`config.mk`:
```
export PLATFORM = sky130hd
export DESIGN_NAME = alu_op_sequencer_flat
export DESIGN_NICKNAME = d
export VERILOG_FILES = /design/src/rtl/alu_op_sequencer_if.sv /design/src/rtl/alu_op_sequencer.sv /design/src/flat_wrapper.sv
export SDC_FILE = /design/constraint.sdc
export NUM_CORES = 1
export LEC_CHECK = 0
export BUFFER_PORTS_ARGS = -buffer_cell sky130_fd_sc_hd__buf_2
export CAP_MARGIN = 5
export CORE_UTILIZATION = 38
export CTS_CLUSTER_DIAMETER = 80
export CTS_CLUSTER_SIZE = 28
export DETAILED_ROUTE_END_ITERATION = 8
export PLACE_DENSITY_LB_ADDON = 0.12
export SYNTH_ARGS = -nofsm -noshare
export SYNTH_HDL_FRONTEND = slang
export SYNTH_SLANG_ARGS = --single-unit
```
`constraint.sdc`:
```
create_clock -name clk -period 1.65 [get_ports clk]
set_input_delay 0.33 -clock clk [delete_from_list [all_inputs] [get_ports clk]]
set_output_delay 0.33 -clock clk [all_outputs]
set_load 0.1 [all_outputs]
```
`src/rtl/alu_op_sequencer_if.sv`:
```
// Instruction channel between an upstream issuer and alu_op_sequencer.
// An instruction transfers on a rising edge where in_valid && in_ready; while in_valid is high and in_ready is low
// the issuer must hold every field stable, and in_ready never depends combinationally on in_valid.
interface alu_op_sequencer_if #(
    parameter int BUS_WIDTH = 8,
    parameter int CNT_WIDTH = 4
);
    logic                 in_valid;
    logic                 in_ready;
    logic                 in_load;
    logic [3:0]           in_opcode;
    logic [BUS_WIDTH-1:0] in_operand;
    logic [CNT_WIDTH-1:0] in_count;

    modport master (
        output in_valid,
        output in_load,
        output in_opcode,
        output in_operand,
        output in_count,
        input  in_ready
    );

    modport slave (
        input  in_valid,
        input  in_load,
        input  in_opcode,
        input  in_operand,
        input  in_count,
        output in_ready
    );
endinterface

```
`src/rtl/alu_op_sequencer.sv`:
```
// Accumulator-style front end for a combinational ALU: accepts one instruction at a time,
// repeats it N times against the accumulator, and keeps registered carry/borrow/zero/parity flags.
module alu_op_sequencer #(
    parameter int BUS_WIDTH = 8,
    parameter int CNT_WIDTH = 4
) (
    input  logic                 clk,
    input  logic                 rst_n,
    alu_op_sequencer_if.slave    in_if,
    output logic [BUS_WIDTH-1:0] alu_a,
    output logic [BUS_WIDTH-1:0] alu_b,
    output logic [3:0]           alu_opcode,
    output logic                 alu_carry_in,
    input  logic [BUS_WIDTH-1:0] alu_y,
    input  logic                 alu_carry_out,
    input  logic                 alu_borrow,
    input  logic                 alu_zero,
    input  logic                 alu_parity,
    input  logic                 alu_invalid_op,
    output logic [BUS_WIDTH-1:0] acc,
    output logic                 flag_c,
    output logic                 flag_b,
    output logic                 flag_z,
    output logic                 flag_p,
    output logic                 err,
    output logic                 busy,
    output logic                 done,
    output logic [1:0]           dbg_state
);

    typedef enum logic [1:0] {
        IDLE = 2'd0,
        EXEC = 2'd1,
        DONE = 2'd2
    } state_t;

    state_t               state;
    state_t               state_next;
    logic [3:0]           op_q;
    logic [BUS_WIDTH-1:0] operand_q;
    logic [CNT_WIDTH-1:0] remaining;
    logic                 accept;
    logic                 exec_step;
    logic                 exec_abort;

    // Next-state and control decode.
    always_comb begin
        state_next = state;
        accept     = 1'b0;
        exec_step  = 1'b0;
        exec_abort = 1'b0;
        case (state)
            IDLE: begin
                if (in_if.in_valid) begin
                    accept     = 1'b1;
                    state_next = in_if.in_load ? DONE : EXEC;
                end
            end
            EXEC: begin
                if (alu_invalid_op) begin
                    exec_abort = 1'b1;
                    state_next = DONE;
                end else begin
                    exec_step = 1'b1;
                    if (remaining == CNT_WIDTH'(1)) begin
                        state_next = DONE;
                    end
                end
            end
            DONE: begin
                state_next = IDLE;
            end
            default: begin
                state_next = IDLE;
            end
        endcase
    end

    always_ff @(posedge clk) begin
        if (!rst_n) begin
            state     <= IDLE;
            acc       <= '0;
            flag_c    <= 1'b0;
            flag_b    <= 1'b0;
            flag_z    <= 1'b0;
            flag_p    <= 1'b0;
            err       <= 1'b0;
            op_q      <= 4'd0;
            operand_q <= '0;
            remaining <= '0;
        end else begin
            state <= state_next;
            if (accept) begin
                op_q      <= in_if.in_opcode;
                operand_q <= in_if.in_operand;
                // A zero count still runs the instruction once.
                remaining <= (in_if.in_count == '0) ? CNT_WIDTH'(1) : in_if.in_count;
                if (in_if.in_load) begin
                    acc    <= in_if.in_operand;
                    flag_z <= (in_if.in_operand == '0);
                    flag_p <= ^in_if.in_operand;
                end
            end
            if (exec_step) begin
                acc       <= alu_y;
                flag_c    <= alu_carry_out;
                flag_b    <= alu_borrow;
                flag_z    <= alu_zero;
                flag_p    <= alu_parity;
                remaining <= remaining - CNT_WIDTH'(1);
            end
            if (exec_abort) begin
                err <= 1'b1;
            end
        end
    end

    // The ALU sees opcode 0 outside EXEC, so its outputs are don't-care there.
    assign alu_a        = acc;
    assign alu_b        = operand_q;
    assign alu_opcode   = (state == EXEC) ? op_q : 4'd0;
    assign alu_carry_in = flag_c;

    assign in_if.in_ready = (state == IDLE);
    assign busy           = (state != IDLE);
    assign done           = (state == DONE);
    assign dbg_state      = state;

endmodule

```
`src/flat_wrapper.sv`:
```
// flat-port wrapper written by rule: the top's interface ports become plain ports
module alu_op_sequencer_flat 
#(
    parameter int BUS_WIDTH = 8,
    parameter int CNT_WIDTH = 4
)
  (clk, rst_n, alu_a, alu_b, alu_opcode, alu_carry_in, alu_y, alu_carry_out, alu_borrow, alu_zero, alu_parity, alu_invalid_op, acc, flag_c, flag_b, flag_z, flag_p, err, busy, done, dbg_state, in_if_in_valid, in_if_in_load, in_if_in_opcode, in_if_in_operand, in_if_in_count, in_if_in_ready);
  alu_op_sequencer_if #(.BUS_WIDTH(BUS_WIDTH), .CNT_WIDTH(CNT_WIDTH)) in_if_i ();
  input  logic clk;
  input  logic rst_n;
  output logic [BUS_WIDTH-1:0] alu_a;
  output logic [BUS_WIDTH-1:0] alu_b;
  output logic [3:0] alu_opcode;
  output logic alu_carry_in;
  input  logic [BUS_WIDTH-1:0] alu_y;
  input  logic alu_carry_out;
  input  logic alu_borrow;
  input  logic alu_zero;
  input  logic alu_parity;
  input  logic alu_invalid_op;
  output logic [BUS_WIDTH-1:0] acc;
  output logic flag_c;
  output logic flag_b;
  output logic flag_z;
  output logic flag_p;
  output logic err;
  output logic busy;
  output logic done;
  output logic [1:0] dbg_state;
  input wire logic [$bits(in_if_i.in_valid)-1:0] in_if_in_valid;
  input wire logic [$bits(in_if_i.in_load)-1:0] in_if_in_load;
  input wire logic [$bits(in_if_i.in_opcode)-1:0] in_if_in_opcode;
  input wire logic [$bits(in_if_i.in_operand)-1:0] in_if_in_operand;
  input wire logic [$bits(in_if_i.in_count)-1:0] in_if_in_count;
  output wire logic [$bits(in_if_i.in_ready)-1:0] in_if_in_ready;
  assign in_if_i.in_valid = in_if_in_valid;
  assign in_if_i.in_load = in_if_in_load;
  assign in_if_i.in_opcode = in_if_in_opcode;
  assign in_if_i.in_operand = in_if_in_operand;
  assign in_if_i.in_count = in_if_in_count;
  assign in_if_in_ready = in_if_i.in_ready;
  alu_op_sequencer #(.BUS_WIDTH(BUS_WIDTH), .CNT_WIDTH(CNT_WIDTH)) u_core (.clk(clk), .rst_n(rst_n), .in_if(in_if_i), .alu_a(alu_a), .alu_b(alu_b), .alu_opcode(alu_opcode), .alu_carry_in(alu_carry_in), .alu_y(alu_y), .alu_carry_out(alu_carry_out), .alu_borrow(alu_borrow), .alu_zero(alu_zero), .alu_parity(alu_parity), .alu_invalid_op(alu_invalid_op), .acc(acc), .flag_c(flag_c), .flag_b(flag_b), .flag_z(flag_z), .flag_p(flag_p), .err(err), .busy(busy), .done(done), .dbg_state(dbg_state));
endmodule
```
# Word level (Yosys, flattened, before mapping)
# Cells that the tools add are included.
dict set report classes {
  n_mux 24
  n_addsub 1
  eq_ne 5
  reduce_logical 9
}
# op n
set ops {}
lappend ops {{$mux W8} 3}
lappend ops {{$mux W4} 4}
lappend ops {{$mux W1} 12}
lappend ops {{$logic_not A8 Y1} 1}
lappend ops {{$mux W2} 4}
lappend ops {{$reduce_xor A8 Y1} 1}
lappend ops {{$reduce_bool A2 Y1} 3}
lappend ops {{$eq A4 B1 Y1 const B} 1}
lappend ops {{$logic_not A4 Y1} 1}
lappend ops {{$pmux W2 S2} 1}
lappend ops {{$reduce_and A2 Y1} 2}
lappend ops {{$sub A4 B1 Y4 const B} 1}
lappend ops {{$ne A3 B2 Y1 const B} 1}
lappend ops {{$eq A2 B1 Y1 const B} 1}
lappend ops {{$eq A2 B2 Y1 const B} 1}
lappend ops {{$logic_not A2 Y1} 1}
lappend ops {{$ne A2 B2 Y1 const B} 1}
dict set report totals {
  word_cells 49
  output_inout_bits 39
  reg_bits 31
  input_bits 33
}

# Logic depth before layout (Yosys ltp)
# Gate-level depths: netlist (run 1).
dict set report logic_depth {
  depth_word 4
  ltp_mapped 6
  ltp_nobuf 5
}

# Worst setup path after synthesis (run 1)
# OpenSTA, ideal clock, no wires.
dict set report synth_path {
  path_kind {reg-to-output}
  startpoint {register u_core.state[0] (netlist: u_core.dbg_state[0])}
  endpoint {output port busy}
  slack_ps -1847
  stages_incl_launch_ff 4
  t_arrival_ps 3167
  required_time_ps 1320
  cell_sequence {dfxtp_1 buf_4 nor2_1 inv_1}
}
dict set report synth_via {
  elab_chain_len 1
}
# element line
set synth_rtl {}
lappend synth_rtl {{start, declared} alu_op_sequencer.sv:37} ;# state_t state;
lappend synth_rtl {{start signal, assigned} alu_op_sequencer.sv:92} ;# state <= state_next;
lappend synth_rtl {{$reduce_bool A2 Y1} alu_op_sequencer.sv:125} ;# assign busy = (state != IDLE);
lappend synth_rtl {{end, declared} flat_wrapper.sv:27} ;# output logic busy;
# Every way passes these cells.

# Worst setup path after layout (run 1)
dict set report layout_path {
  startpoint {register u_core.state[1] (netlist: u_core.dbg_state[1])}
  endpoint {output port busy}
}
# Same word-level chain as after synthesis.

==> results of run 1 <==
==> what timing repair did <==
action,in CTS,in global routing
setup buffers,0,2
endpoints found under the setup margin,4,4
gates resized for setup,3,0
==> critical path: stages (launching register included) <==
cell	delay (ns)
dfxtp_4	0.45
nor2_4	0.06
clkinvlp_4	0.05
buf_2	0.41
==> synth_stat cells (all sizes together) <==
library cell and number:
nor4bb 2, nor2b 2, and4 1, inv 13, nor4 1, a21oi 25, buf 16, nand2 45
nor3b 2, dfxtp 31, xnor2 3, o31ai 7, a32oi 2, o21ai 8, a21o 1, nor2 4
nor3 4, ha 6, o22ai 2, o211ai 1, mux2 1, clkbuf 7, a31oi 3, and2 4
o21a 1, or3b 2, nand3 1, nand4bb 1, a311oi 2, or3 1
==> cells in the final DEF (no fill, tap or decap), types with 2 or more instances in the layout <==
master / Yosys / final
nor4bb_1: 2 / 2
inv_1: 13 / 12
a21oi_1: 25 / 25
dfxtp_4: 0 / 2
dfxtp_1: 31 / 20
dfxtp_2: 0 / 9
nor2_1: 4 / 3
buf_12: 0 / 5
a31oi_1: 3 / 3
nand2_1: 45 / 45
xnor2_1: 3 / 3
clkbuf_1: 7 / 2
nor2b_4: 0 / 2
o31ai_1: 7 / 7
buf_4: 10 / 9
clkbuf_8: 0 / 5
a311oi_1: 2 / 2
ha_1: 6 / 6
and2_4: 0 / 4
nor3_1: 4 / 4
o21ai_0: 8 / 8
a32oi_1: 2 / 2
buf_2: 4 / 66
==> state kept, by name, summed over array words and instances, names as in the netlist <==
name and cells:
u_core.alu_b 8, u_core.flag_z 1, u_core.err 1, u_core.remaining 4, u_core.flag_p 1, u_core.op_q 4, u_core.flag_b 1, u_core.acc 8
u_core.dbg_state 2, u_core.alu_carry_in 1
==> area by class of cell <==
class                           instances  area (sq um)  share of cell area (%)
Tap cell                               50          62.6                    2.93
Clock buffer                            7          76.3                    3.57
Inverter                               13          52.6                    2.46
Multi-Input combinational cell        132           810                    37.9
Sequential cell                        31           639                    29.9
Timing Repair Buffer                   80           498                    23.3
==> routing by layer <==
layer  vias to the layer above  track usage (%)  wire length (um)
met4                         0             4.79                27
met5                         -                0                 0
met1                       692             23.7              1750
met3                         4             6.16               235
met2                        46             31.2              1860
li1                        790                -                 -
==> through the flow <==
step,area (sq um),utilization [%],std cells,total power [mW]
finish,2140,53.5,313,2.26
floorplan,1640,-,199,1.59
CTS,2120,53.1,311,2.28
detailed placement,2040,50.9,304,1.73
global placement,2040,50.9,304,1.73
global route,2140,53.5,313,2.37
==> power groups by stage <==
stage / combinational, mW / clock, mW / sequential [mW]
after floorplan: 0.435 / 0 / 1.16
after global placement: 0.854 / 0 / 0.871
after detailed placement: 0.855 / 0 / 0.871
after CTS: 0.859 / 0.564 / 0.856
after global routing: 0.906 / 0.600 / 0.863
final: 0.859 / 0.542 / 0.854
==> kinds of logic after synthesis <==
kind of cell,synth area share (%)
AND/OR/NAND/NOR,21.9
AO/OA/AOI/OAI,19.7
buffers and inverters,12.1
flip-flops,39.0
adder cells (fa/ha/maj),4.72
XOR/XNOR,1.65
multiplexers,0.944
==> final timing paths <==
check | cells past startpoint | end | slack, ns
hold reg to reg | 2 | u_core.alu_b[4] | 0.45
hold / removal | 3 | u_core.alu_carry_in | 0.28
setup reg to reg | 4 | u_core.acc[1] | 0.17
setup / recovery | 3 | busy | 0.07
==> flow_summary.ini, run 1 <==
[routing]
drc_errors = 0
drt_iter0_drc = 53
wl_mm = 3.88
vias = 1532
wl_per_cell_um = 12.4
via_per_inst = 4.89
detail-route-antenna-nets = 0
dr.pass1.iters = 4

[critical_path]
r2r-start = u_core.dbg_state[1]
critical_path_class = register to output pin
cp-startpoint = u_core.dbg_state[1]
crit_path_start_kind = register
crit_fanout = 12
worstSetupEndpointType = output pin
crit_required_ns = 1.32
arrival_ns = 1.25

[global_routing]
grt_pass1_vias = 1345
grt_usage_pct = 19.0
grt_pass1_wl_mm = 6.22
antenna_found_initial = 0
grt_max_degree = 22
globalRoute.totalOverflow = 0

[synth]
synth_cell_types = 35
synthCells = 199
yosys-top-cells-area = dfxtp_1 (39%), nand2_1 (11%), a21oi_1 (7.9%), buf_4 (4.7%), ha_1 (4.7%)
syn-cell-area_sq_um = 1590
yosys_warnings = 0
yosysTopAreaCellShare_pct = 39.0
ys_seq_area_share_pct = 39.0
syn-num-nets = 238
avgSynthCellArea_sq_um = 7.99
ys_seq_elements = 31
synth_top_area_cell = dfxtp_1

[clock_tree]
htreeDepth = 2
postCtsHoldBufs = 0
path_clk_slew_ns = 0.06
cts.path.max_buffers = 2
cts_tree = yes
clock-sinks = 31
root_buffer = clkbuf_8
numCtsBuffers = 5
clkLatencyLatePin_ns = 0.28

[sta]
fin_crit_ns = 1.58
setup_viol = 0
drv_slew = 0
worstMarginPinSlew_ns = 0.492
fin_skew_ns = 0.00748
fmaxAchievable_mhz = 634
finalWorstSetupSlack_ns = 0.0736
rsz0062_at_grt = no
slew_headroom_pct = 67.4
tns_ns = 0
post-route-period-util_pct = 95.5
hold_viol_final = 0
fin_hold_ws_ns = 0.284

[power]
p_per_area_nw_per_um2 = 1060
seqPwrFrac_pct = 37.9
p_comb_share_pct = 38.1
ir_worst_vdd_mv = 0.731
leakagePower_nw = 1.02
switchingPower_mw = 0.968
swShare_pct = 42.9
clockPowerShare_pct = 24.0
p_int_mw = 1.29

[die]
coreArea_sq_um = 4000
rows = 23
io_pins = 72
start_util_pct = 39.8
die_h_um = 66.7
die-width_um = 66.7
dieArea_sq_um = 4450

[finish]
synthToLayoutAreaGrowth_pct = 34.5
fill_cells = 378
layout-drive-gt1-share_pct = 41.4
diodes = 0
fin_nets = 302

[worst_hold_path]
min_path_type = primary input to register
hold_start = alu_carry_out

[placed_design]
hpwlAfterDp_mm = 2.92
numPortBuffers = 71
routabilityCongestion = 0.793
place_ws_ns = 0.147

[outcome]
status = complete, no violations

[flow_run]
max_cap_viol_count = 0
(Power assumes the default switching activity.)
==> inputs of run 2 (changes only) <==
==> constraint.sdc (replaced) <==
create_clock -name clk -period 1.55 [get_ports clk]
set_input_delay 0.31 -clock clk [delete_from_list [all_inputs] [get_ports clk]]
set_output_delay 0.31 -clock clk [all_outputs]
set_load 0.1 [all_outputs]
==> flow_summary.ini, run 2 (synthesis results as in run 1) <==
[outcome]
status = complete, but fails checks
violations = design-rule violations

[placed_design]
routabilityCongestion = 0.767
dpl.cell_count = 308
numPortBuffers = 71
hpwlAfterDp_mm = 2.96

[clock_tree]
cts_tree = yes
numCtsBuffers = 5
htreeDepth = 2
path_clk_slew_ns = 0.06
clock-sinks = 31
clkLatencyLatePin_ns = 0.28
root_buffer = clkbuf_8
cts.path.max_buffers = 2

[finish]
instances_no_fill = 318
final_core_util_pct = 56.5
diodes = 0
layout_commonest_cell = buf_2
synthToLayoutAreaGrowth_pct = 42.0
final_cell_mix = buf_2 (64), nand2_1 (45), a21oi_1 (25)
fin_nets = 307
layout-drive-gt1-share_pct = 43.7

[critical_path]
crit_path_start_kind = register
r2r-end = u_core.acc[6]
arrival_ns = 1.22
critical_path_class = register to output pin
crit_path_frequent_cell = buf_12
cpMaxStageDelayCell = dfxtp_4
worstSetupEndpointType = output pin
r2r_slack_ns = 0.10
crit_chain = buf_12 -> nor2_4 -> clkinvlp_4 -> buf_12
r2r-start = u_core.dbg_state[1]
crit_fanout = 6
max_stage_delay_ns = 0.37
worst_path_dominant_cell_family = buffers and inverters
path_buf_inv = 3
rr_worst_depth = 5
crit_required_ns = 1.24

[power]
p_per_area_nw_per_um2 = 1110
switchingPower_mw = 1.06
p_comb_share_pct = 38.9
seqPwrFrac_pct = 35.9
p_int_mw = 1.46
leakagePower_nw = 1.08
clockPowerShare_pct = 25.2
ir_worst_vdd_mv = 0.724
finalPower_mw = 2.51
swShare_pct = 42.1

[sta]
hold_viol_final = 0
slew_headroom_pct = 62.1
post-route-period-util_pct = 98.4
worstMarginPinSlew_ns = 0.568
tns_ns = 0
drv_slew = 0
rsz0062_at_grt = yes
fin_crit_ns = 1.53
fin_skew_ns = 0.00562
setup_viol = 0
fin_hold_ws_ns = 0.262
fmaxAchievable_mhz = 656

[global_routing]
globalRoute.totalOverflow = 0
antenna_found_initial = 0
grt_max_degree = 25
grt_pass1_wl_mm = 6.53
grt_usage_pct = 19.9
grt_pass1_vias = 1447

[die]
die-width_um = 66.7
coreArea_sq_um = 4000
dieArea_sq_um = 4450
rows = 23
io_pins = 72
start_util_pct = 39.8
die_h_um = 66.7

[routing]
vias = 1550
drt_iter0_drc = 85
via_per_inst = 4.87
drc_errors = 2
wl_per_cell_um = 12.6
detail-route-antenna-nets = 0
dr.pass1.iters = 6
wl_mm = 4.00

[worst_hold_path]
holdPathStages = 3
holdPathEnd = u_core.acc[2]
hold_start = alu_y[2]
min_path_type = primary input to register

[flow_run]
max_cap_viol_count = 0
[run 2: cell count changes in the layout (fill, tap and decap cells not counted), sizes merged]
cell	previous run	this run
buf	80	85
clkbuf	7	6
clkinv	0	1
[run 2: worst min-delay path, delay by kind of cell]
kind | cells | cell delay [ns]
buffers and inverters | 1 | 0.09
AND/OR/NAND/NOR | 1 | 0.05
AO/OA/AOI/OAI | 1 | 0.05
[run 2: repair_timing]
action | CTS | global route
resized for setup | 0 | 3
buffers inserted | 2 | 1
hold buffers | 0 | 0
cloned | 0 | 0
pin swaps | 1 | 4
setup endpoints to repair | 6 | 16
[run 2: stage by stage]
| stage | instance area [sq um] | setup slack (ns) |
|---|---|---|
| after floorplan | 1650 | -0.556 |
| after CTS | 2240 | 0.00137 |
| final | 2260 | 0.0249 |
| after global placement | 2120 | 0.0786 |
| after detailed placement | 2120 | 0.0719 |
| after global routing | 2260 | -0.0314 |
[run 2: worst max path at each step]
stage                              from             to  slack, ns  depth (start not counted)
finish              u_core.dbg_state[1]           busy       0.02                          4
global route        u_core.dbg_state[0]  alu_opcode[1]      -0.03                          4
CTS                 u_core.dbg_state[1]  alu_opcode[0]      0.001                          4
detailed placement  u_core.dbg_state[1]  u_core.acc[6]       0.07                          5
global placement    u_core.dbg_state[1]  u_core.acc[6]       0.08                          5
floorplan           u_core.dbg_state[0]           busy      -0.56                          3
[run 2: cell type report]
cell class / count / area (sq um)
clock buffers: 6 / 82.6
clock inverters: 1 / 5.00
fillers: 394 / 1740
inverters: 13 / 52.6
multi-input cells: 132 / 813
flip-flops and latches: 31 / 639
well taps: 50 / 62.6
repair buffers: 85 / 603
[run 2: layer usage]
layer / vias up / track usage (%) / share of wire (%)
met5: - / 0 / 0
met4: 0 / 10.6 / 2.5
met2: 42 / 32.8 / 47
li1: 803 / - / -
met1: 695 / 24.1 / 45
met3: 10 / 3.94 / 4.9
[run 2: power groups by stage]
stage / Combinational, mW / Sequential [mW] / Clock (mW)
2_1_floorplan: 0.467 / 1.23 / 0
3_3_place_gp: 0.960 / 0.921 / 0
3_5_place_dp: 0.962 / 0.922 / 0
4_1_cts: 0.977 / 0.903 / 0.659
5_1_grt: 1.03 / 0.909 / 0.689
6_report: 0.979 / 0.902 / 0.634
==> inputs of run 3 (changes only) <==
--- a/config.mk
+++ b/config.mk
@@ -7,7 +7,9 @@
 export LEC_CHECK = 0
 export BUFFER_PORTS_ARGS = -buffer_cell sky130_fd_sc_hd__buf_2
 export CAP_MARGIN = 5
-export CORE_UTILIZATION = 38
+export CELL_PAD_IN_SITES_DETAIL_PLACEMENT = 0
+export CELL_PAD_IN_SITES_GLOBAL_PLACEMENT = 1
+export CORE_UTILIZATION = 32
 export CTS_CLUSTER_DIAMETER = 80
 export CTS_CLUSTER_SIZE = 28
 export DETAILED_ROUTE_END_ITERATION = 8
==> flow_summary.ini, run 3 (synthesis results as in run 1) <==
[power]
leakagePower_nw = 1.10
swShare_pct = 42.1
seqPwrFrac_pct = 35.7
p_per_area_nw_per_um2 = 1090
switchingPower_mw = 1.07
clockPowerShare_pct = 25.2
finalPower_mw = 2.53
p_comb_share_pct = 39.1
p_int_mw = 1.46
ir_worst_vdd_mv = 0.512

[clock_tree]
htreeDepth = 2
cts.path.max_buffers = 2
numCtsBuffers = 5
clock-sinks = 31
cts_tree = yes
path_clk_slew_ns = 0.06
postCtsHoldBufs = 0
clkLatencyLatePin_ns = 0.28
root_buffer = clkbuf_8

[sta]
finalWorstSetupSlack_ns = 0.0302
fin_crit_ns = 1.52
drv_slew = 0
hold_viol_final = 0
worstMarginPinSlew_ns = 0.490
post-route-period-util_pct = 98.1
setup_viol = 0
fmaxAchievable_mhz = 658
fin_skew_ns = 0.00307
rsz0062_at_grt = yes
slew_headroom_pct = 67.5
fin_hold_ws_ns = 0.259

[finish]
fin_nets = 311
seqCellArea_sq_um = 639
final_cell_mix = buf_2 (62), nand2_1 (45), a21oi_1 (25)
synthToLayoutAreaGrowth_pct = 45.6
layout-drive-gt1-share_pct = 44.1
finalInstanceArea_sq_um = 2320
fill_cells = 501
diodes = 0
multi_input_area_sq_um = 810
layout_commonest_cell = buf_2
final_core_util_pct = 48.7

[routing]
met3_length_um = 196
vias = 1564
detail-route-antenna-nets = 0
dr_wl_met2_mm = 2.13
wl_mm = 4.23
drc_errors = 0
wl_per_cell_um = 12.5
via_per_inst = 4.61
dr.pass1.iters = 4
met1_length_mm = 1.84
top_layer_used = met4
drt_iter0_drc = 47

[global_routing]
grt_pass1_vias = 1434
grt_pass1_wl_mm = 6.63
grt_max_degree = 20
antenna_found_initial = 0
grt_usage_pct = 16.5
globalRoute.totalOverflow = 0

[worst_hold_path]
min_path_type = primary input to register

[die]
io_pins = 72
rows = 25
die_h_um = 72.5
die-width_um = 72.5
coreArea_sq_um = 4750
dieArea_sq_um = 5260
start_util_pct = 33.4

[critical_path]
critical_path_class = register to output pin
r2r_slack_ns = 0.15
worstSetupEndpointType = output pin
arrival_ns = 1.21
crit_path_start_kind = register
crit_required_ns = 1.24
crit_fanout = 6

[placed_design]
dpl_cell_area_sq_um = 2160
routabilityCongestion = 0.773
hpwlAfterDp_mm = 3.09
place_ws_ns = 0.0922
numPortBuffers = 71

[flow_run]
max_cap_viol_count = 0

[outcome]
status = complete, no violations
-- run 3: path summary, 6_finish.rpt --
path	start	endpoint	cells past startpoint
max	u_core.dbg_state[0]	busy	4
min	alu_y[1]	u_core.acc[1]	3
max reg2reg	u_core.dbg_state[1]	u_core.remaining[3]	3
min reg2reg	u_core.alu_b[1]	u_core.alu_b[1]	2
-- run 3: area by class of cell --
class,count,area share (%)
timing repair buffer,89,27.8
inverter,13,2.27
tap,67,3.62
sequential,31,27.6
clock inverter,1,0.216
multi-input combinational,132,35.0
clock buffer,6,3.57
-- run 3: routing by layer --
| layer | GRT usage, % | vias up |
|---|---|---|
| li1 | - | 805 |
| met1 | 19.9 | 711 |
| met2 | 28.1 | 42 |
| met3 | 3.89 | 6 |
| met4 | 6.75 | 0 |
| met5 | 0 | - |
-- run 3: stage by stage --
stage / std cells / TNS (ns)
floorplan: 199 / -1.64
global placement: 325 / 0
detailed placement: 325 / 0
CTS: 334 / -0.000970
global route: 339 / -0.0697
finish: 339 / 0
-- run 3: worst max-delay path: stages (launching register included) --
cell and delay [ns]:
dfxtp_4 0.36, buf_6 0.13, nor2_4 0.15, clkinvlp_4 0.12
buf_12 0.17
-- run 3: power groups by stage --
stage          Clock [mW]  Sequential, mW  Combinational [mW]
2_1_floorplan           0            1.23               0.467
3_3_place_gp            0           0.923               0.967
3_5_place_dp            0           0.922               0.968
4_1_cts             0.658           0.904               0.981
5_1_grt             0.691           0.912                1.04
6_report            0.636           0.902               0.989
-- run 3: timing repair --
item                       in CTS  in global routing
setup endpoints to repair       5                  6
resized for setup               4                  0
hold endpoints to repair        0                  0
pin swaps                       1                  2
buffers inserted                2                  5
